### config.mk
export PLATFORM = sky130hd
export DESIGN_NAME = fetch_sequencer
export DESIGN_NICKNAME = d
export VERILOG_FILES = /design/src/rtl/fetch_sequencer.sv
export SDC_FILE = /design/constraint.sdc
export NUM_CORES = 1
export LEC_CHECK = 0
export CAP_MARGIN = 20
export CORE_ASPECT_RATIO = 0.8
export CORE_UTILIZATION = 46
export CTS_CLUSTER_DIAMETER = 80
export DETAILED_ROUTE_END_ITERATION = 8
export PLACE_DENSITY = 0.79
export SLEW_MARGIN = 20
export SYNTH_ARGS = -nofsm -noshare
export SYNTH_HDL_FRONTEND = slang
export SYNTH_SLANG_ARGS = --single-unit
### constraint.sdc
create_clock -name _CLK -period 2 [get_ports _CLK]
set_clock_uncertainty 0.1 [all_clocks]
set_input_delay 0.3 -clock _CLK [delete_from_list [all_inputs] [get_ports _CLK]]
set_output_delay 0.3 -clock _CLK [all_outputs]
set_load 0.02 [all_outputs]
### src/rtl/fetch_sequencer.sv
// Sequences the fetch unit: PC reset, fill, run, BR/JMP redirect with shadow squash, HALT.
// All controls are registered; a taken BR/JMP costs two invalid cycles, a not-taken BR none.
module fetch_sequencer #(
  parameter int INSN_WIDTH  = 9,
  parameter int DATA_WIDTH  = 8,
  parameter int COUNT_WIDTH = 16
) (
  input  logic                   _CLK,
  input  logic                   _reset,
  input  logic                   _start,
  input  logic [INSN_WIDTH-1:0]  _instruction,
  input  logic                   _condition,
  input  logic [DATA_WIDTH-1:0]  _jumpTarget,
  output logic                   run,
  output logic                   halt,
  output logic                   pcReset,
  output logic                   branchJump,
  output logic                   relative,
  output logic [DATA_WIDTH-1:0]  destBranchJump,
  output logic                   insnValid,
  output logic                   halted,
  output logic [COUNT_WIDTH-1:0] insnCount
);

  typedef enum logic [2:0] {
    S_IDLE,
    S_PCRESET,
    S_FILL,
    S_RUN,
    S_REDIRECT,
    S_HALTED
  } state_t;

  localparam logic [2:0] OP_HALT = 3'b111;
  localparam logic [2:0] OP_BR   = 3'b110;
  localparam logic [2:0] OP_JMP  = 3'b101;

  state_t                state;
  logic [2:0]            opcode;
  logic [DATA_WIDTH-1:0] br_dest;

  assign opcode = _instruction[INSN_WIDTH-1 -: 3];
  // Fetch PC is already at branch+2 when the redirect lands, hence the -2.
  assign br_dest = {{(DATA_WIDTH-6){_instruction[5]}}, _instruction[5:0]} - DATA_WIDTH'(2);

  always_ff @(posedge _CLK or posedge _reset) begin
    if (_reset) begin
      state          <= S_IDLE;
      run            <= 1'b0;
      halt           <= 1'b0;
      pcReset        <= 1'b0;
      branchJump     <= 1'b0;
      relative       <= 1'b0;
      destBranchJump <= '0;
      insnValid      <= 1'b0;
      halted         <= 1'b0;
      insnCount      <= '0;
    end else begin
      if (insnValid)
        insnCount <= insnCount + COUNT_WIDTH'(1);

      case (state)
        S_IDLE: begin
          if (_start) begin
            state     <= S_PCRESET;
            pcReset   <= 1'b1;
            insnCount <= '0;
          end
        end
        S_PCRESET: begin
          state   <= S_FILL;
          pcReset <= 1'b0;
          run     <= 1'b1;
        end
        S_FILL: begin
          state     <= S_RUN;
          insnValid <= 1'b1;
        end
        S_RUN: begin
          case (opcode)
            OP_HALT: begin
              state     <= S_HALTED;
              run       <= 1'b0;
              halt      <= 1'b1;
              halted    <= 1'b1;
              insnValid <= 1'b0;
            end
            OP_BR: begin
              if (_condition) begin
                state          <= S_REDIRECT;
                run            <= 1'b0;
                insnValid      <= 1'b0;
                branchJump     <= 1'b1;
                relative       <= 1'b1;
                destBranchJump <= br_dest;
              end
            end
            OP_JMP: begin
              state          <= S_REDIRECT;
              run            <= 1'b0;
              insnValid      <= 1'b0;
              branchJump     <= 1'b1;
              relative       <= 1'b0;
              destBranchJump <= _jumpTarget;
            end
            default: ;
          endcase
        end
        S_REDIRECT: begin
          state          <= S_FILL;
          run            <= 1'b1;
          branchJump     <= 1'b0;
          relative       <= 1'b0;
          destBranchJump <= '0;
        end
        S_HALTED: begin
          if (_start) begin
            state     <= S_PCRESET;
            halt      <= 1'b0;
            halted    <= 1'b0;
            pcReset   <= 1'b1;
            insnCount <= '0;
          end
        end
        default: state <= S_IDLE;
      endcase
    end
  end

endmodule
# Yosys cells after proc, flatten, opt, wreduce, memory -nomap -nowiden
# Index checks and enable logic that the tools add are counted.
word_totals:
  ff_bits: 33
  latchBits: 0
  ramBits: 0
  mem_bits_ro: 0
  in_bits: 21
  out_inout_bits: 31
  word_cells: 65
  memories: 0
op_classes:
  n_addsub: 2
  n_mul: 0
  div_mod_pow: 0
  n_lt_le_gt_ge: 0
  eq_ne: 15
  shifts: 0
  n_mux: 24
  bitwise: 0
  n_reduce_logical: 15
op_table:
  columns: ["cell", "count"]
  rows:
  - ["$mux W16", 3]
  - ["$pmux W8 S2", 2]
  - ["$pmux W1 S2", 9]
  - ["$add A16 B1 Y16 const B", 1]
  - ["$eq A3 B3 Y1 const B", 5]
  - ["$reduce_and A3 Y1", 5]
  - ["$pmux W3 S4", 1]
  - ["$reduce_bool A2 Y1", 5]
  - ["$pmux W3 S3", 1]
  - ["$mux W8", 1]
  - ["$sub A6 B3 Y7 const B", 1]
  - ["$eq A3 B2 Y1 const B", 2]
  - ["$mux W3", 2]
  - ["$ne A3 B3 Y1 const B", 2]
  - ["$reduce_or A2 Y1", 3]
  - ["$mux W1", 5]
  - ["$ne A2 B1 Y1 const B", 2]
  - ["$ne A4 B2 Y1 const B", 1]
  - ["$eq A3 B1 Y1 const B", 1]
  - ["$logic_not A3 Y1", 1]
  - ["$ne A3 B2 Y1 const B", 1]
  - ["$ne A2 B2 Y1 const B", 1]
  - ["$reduce_and A2 Y1", 1]

# Longest topological paths before layout
logic_depth:
  word_depth: 4
  ltp_mapped: 7
  depth_no_buf: 6

# Least setup slack after synthesis
# Ideal clock, no wire load.
synth_path:
  path_type: "register -> register"
  start: "reg insnCount[4]"
  end: "reg insnCount[15]"
  setup_ns: 0.078
  arrival_time_ns: 1.637
  required_time_ns: 1.822
  setup_slack_ns: 0.185
  stages_incl_launch_ff: 5
  path_buffers: 0
  synth_period_minus_slack_ns: 1.815
  path_cell_list: "dfrtp_1 -> nand3_2 -> or4_4 -> or3_1 -> a21oi_1"
synth_via:
  elab_chain_cells: 4
synth_lines:
  columns: ["element", "line", "source"]
  rows:
  - ["start, declared", "22", "output logic [COUNT_WIDTH-1:0] insnCount"]
  - ["start signal, assigned", "60", "insnCount <= insnCount + COUNT_WIDTH'(1);"]
  - ["$add A16 B1 Y16 (*)", "60", null]
  - ["$mux W16 (*)", "59", "if (insnValid)"]
  - ["$mux W16", "64, 117", null]
  - ["$mux W16 (*)", null, null]
# Every way passes the cells marked *; elsewhere a longest branch is shown, timed or not.
# A chain may end at the register's enable or synchronous reset.

# Worst setup path in the final report
layout_path:
  start: "reg insnCount[3]"
  end: "out insnCount[3]"
# No word-level cell between the ends.

==> impl_metrics.tcl <==
set metrics [dict create \
    initial_core_util 0.486 \
    cp-start-kind "flip-flop" \
    yosysWarnings 0 \
    path_clk_slew_ns 0.06 \
    cts_tree "built" \
    power_density_nw_per_um2 1190 \
    grt_pass1_wl_um 6210 \
    syn_to_final_growth_pct 38.6 \
    gp_congestion 0.818 \
    period_share 0.915 \
    cp_max_fo 7 \
    ir_drop_v 0.000779 \
    die_area_um2 3920 \
    final_hold_viol_count 0 \
    path_cells "clkdlybuf4s50_1" \
    hold_path_class "in2async" \
    grt_remaining_overflow 0 \
    slew_headroom 0.728 \
    cts_buffer_depth 2 \
    fin_crit_ns 1.83 \
    cts_buffers 5 \
    ios 52 \
    hold_slack_ns 0.302 \
    worst_path_largest_cell_delay_ns 0.66 \
    grt_pass1_vias 1344 \
    drive_gt1_frac 0.0591 \
    postRouteAntennaNets 0 \
    cts.sinks 33 \
    netlist_instances 182 \
    drc 0 \
    finalNetCount 260 \
    die_h_um 56.2 \
    worstPathRequired_ns 1.60 \
    antenna_cells 0 \
    crit_type "reg2out" \
    cp_slowest_cell "clkdlybuf4s50_1" \
    stdcell_area_um2 2340 \
    yosysUniqueCellTypes 38 \
    wire_per_inst_um 13.3 \
    rsz0062_at_grt "no" \
    die-width_um 69.7 \
    critPathArrivalTime_ns 1.43 \
    cts_hold_buf 0 \
    root_buffer "clkbuf_8" \
    drt_iter0_markers 78 \
    totalWireLength_um 3700 \
    dr_total_vias 1513 \
    outcome "completed" \
    avgSynthCellArea_um2 9.27 \
    setup_tns_ns 0 \
    htreeDepth 2 \
    drt_pass1_iterations 4 \
    end_kind "primary output" \
    antenna_found_initial 0 \
    p_leak_nw 1.00 \
    rows 19 \
    timing.fmax_mhz 546 \
    place_area_um2 2250 \
    clk_latency_ns 0.28 \
    core-area_um2 3470 \
    worstMarginPinSlew_ns 0.407 \
    maxCapViolCount 0 \
    syn-num-nets 205 \
    dpl.hpwl_um 2720 \
    cts_resized 0 \
    layout_commonest_cell "clkdlybuf4s50_1" \
    post_cts_buffers 0 \
    grtUsageTotal 0.206 \
    final_cell_mix "clkdlybuf4s50_1, dfrtp_1, nor2_1, o21ai_0, nand3_1" \
    ys_seq_area_frac 0.489 \
    drv_slew 0 \
    critPathTopFamily "buffers and inverters" \
    worst-path-buf-inv 1 \
    grt_max_degree 34 \
    ys_ff_latch 33 \
    io_buffers 51 \
    synth_area_um2 1690 \
    setup_viol 0 \
    viasPerCell 5.42 \
]
## cells in the mapped netlist
library cell,n,area share
nand3_2,1,0.0059
nand2_1,10,0.022
o211ai_1,1,0.0044
nand3_1,15,0.044
nor2_1,18,0.040
buf_4,1,0.0044
and3_2,1,0.0044
or4_4,1,0.0067
nor2b_1,3,0.011
ha_1,2,0.015
or3_1,6,0.022
nand4_1,3,0.011
nor3_1,1,0.0030
a21o_1,1,0.0044
inv_1,8,0.018
xnor2_1,7,0.036
nor3b_1,1,0.0044
and2_1,1,0.0037
nor4_1,3,0.011
xor2_1,5,0.026
o21a_1,2,0.0089
o31a_1,1,0.0052
o22a_1,2,0.010
a21oi_1,14,0.042
a21boi_0,1,0.0044
o22ai_1,1,0.0037
dfrtp_1,33,0.49
a211oi_1,1,0.0044
and3_1,2,0.0074
mux2i_1,3,0.018
clkbuf_1,6,0.013
nand3b_1,1,0.0044
and4_1,1,0.0052
a22o_1,1,0.0052
o21ai_0,17,0.050
buf_2,1,0.0030
a31oi_1,3,0.011
and3b_1,3,0.016
## area by class of cell
cell class / instances / area [um^2]
fillers: 297 / 1130
flip-flops and latches: 33 / 826
multi-input cells: 133 / 797
repair buffers: 56 / 548
clock buffers: 7 / 86.3
well taps: 42 / 52.6
inverters: 8 / 30.0
## flip-flops by register name (all words and copies together) (netlist names)
name            count
destBranchJump      8
state               3
run                 1
insnValid           1
halted              1
insnCount          16
pcReset             1
relative            1
branchJump          1
## metrics by stage
step	cells	util	worst slack (ns)	power, W
global placement	272	0.649	0.214	0.00228
detailed placement	272	0.649	0.160	0.00229
CTS	279	0.674	0.165	0.00281
floorplan	182	-	0.185	0.00176
finish	279	0.674	0.170	0.00278
global route	279	0.674	0.0873	0.00297
## cell families after synthesis
family / count (synthesis) / share of synthesized area
compound gates: 45 / 0.154
xor+xnor: 12 / 0.0623
fa+ha+maj: 2 / 0.0148
buf+inv: 16 / 0.0385
flops: 33 / 0.489
mux: 3 / 0.0178
simple gates: 71 / 0.223
## path summary, 6_finish.rpt
kind	slack, ns	startpoint	to	depth (start not counted)
min in group _CLK	0.39	branchJump	branchJump	2
min reg2reg	0.39	branchJump	branchJump	2
max	0.17	insnCount[3]	insnCount[3]	1
min	0.30	_reset	insnCount[8]	3
max in group asynchronous	1.20	_reset	destBranchJump[2]	3
max reg2reg	0.17	insnCount[4]	insnCount[15]	4
## routing by layer
metal / vias to the layer above / share of wire / track usage
met5: - / 0 / 0
met4: 0 / 0.015 / 0.0829
met3: 8 / 0.057 / 0.0688
met2: 39 / 0.44 / 0.313
met1: 716 / 0.49 / 0.272
li1: 750 / - / -
## power breakdown
part / leakage, nW / total [W] / switching, W / internal (W)
sequential: 0.427 / 0.00110 / 0.000226 / 0.000877
clock: 0.0443 / 0.000502 / 0.000230 / 0.000273
combinational: 0.530 / 0.00118 / 0.000596 / 0.000581
Note: power is estimated with default switching activity, not from simulation.
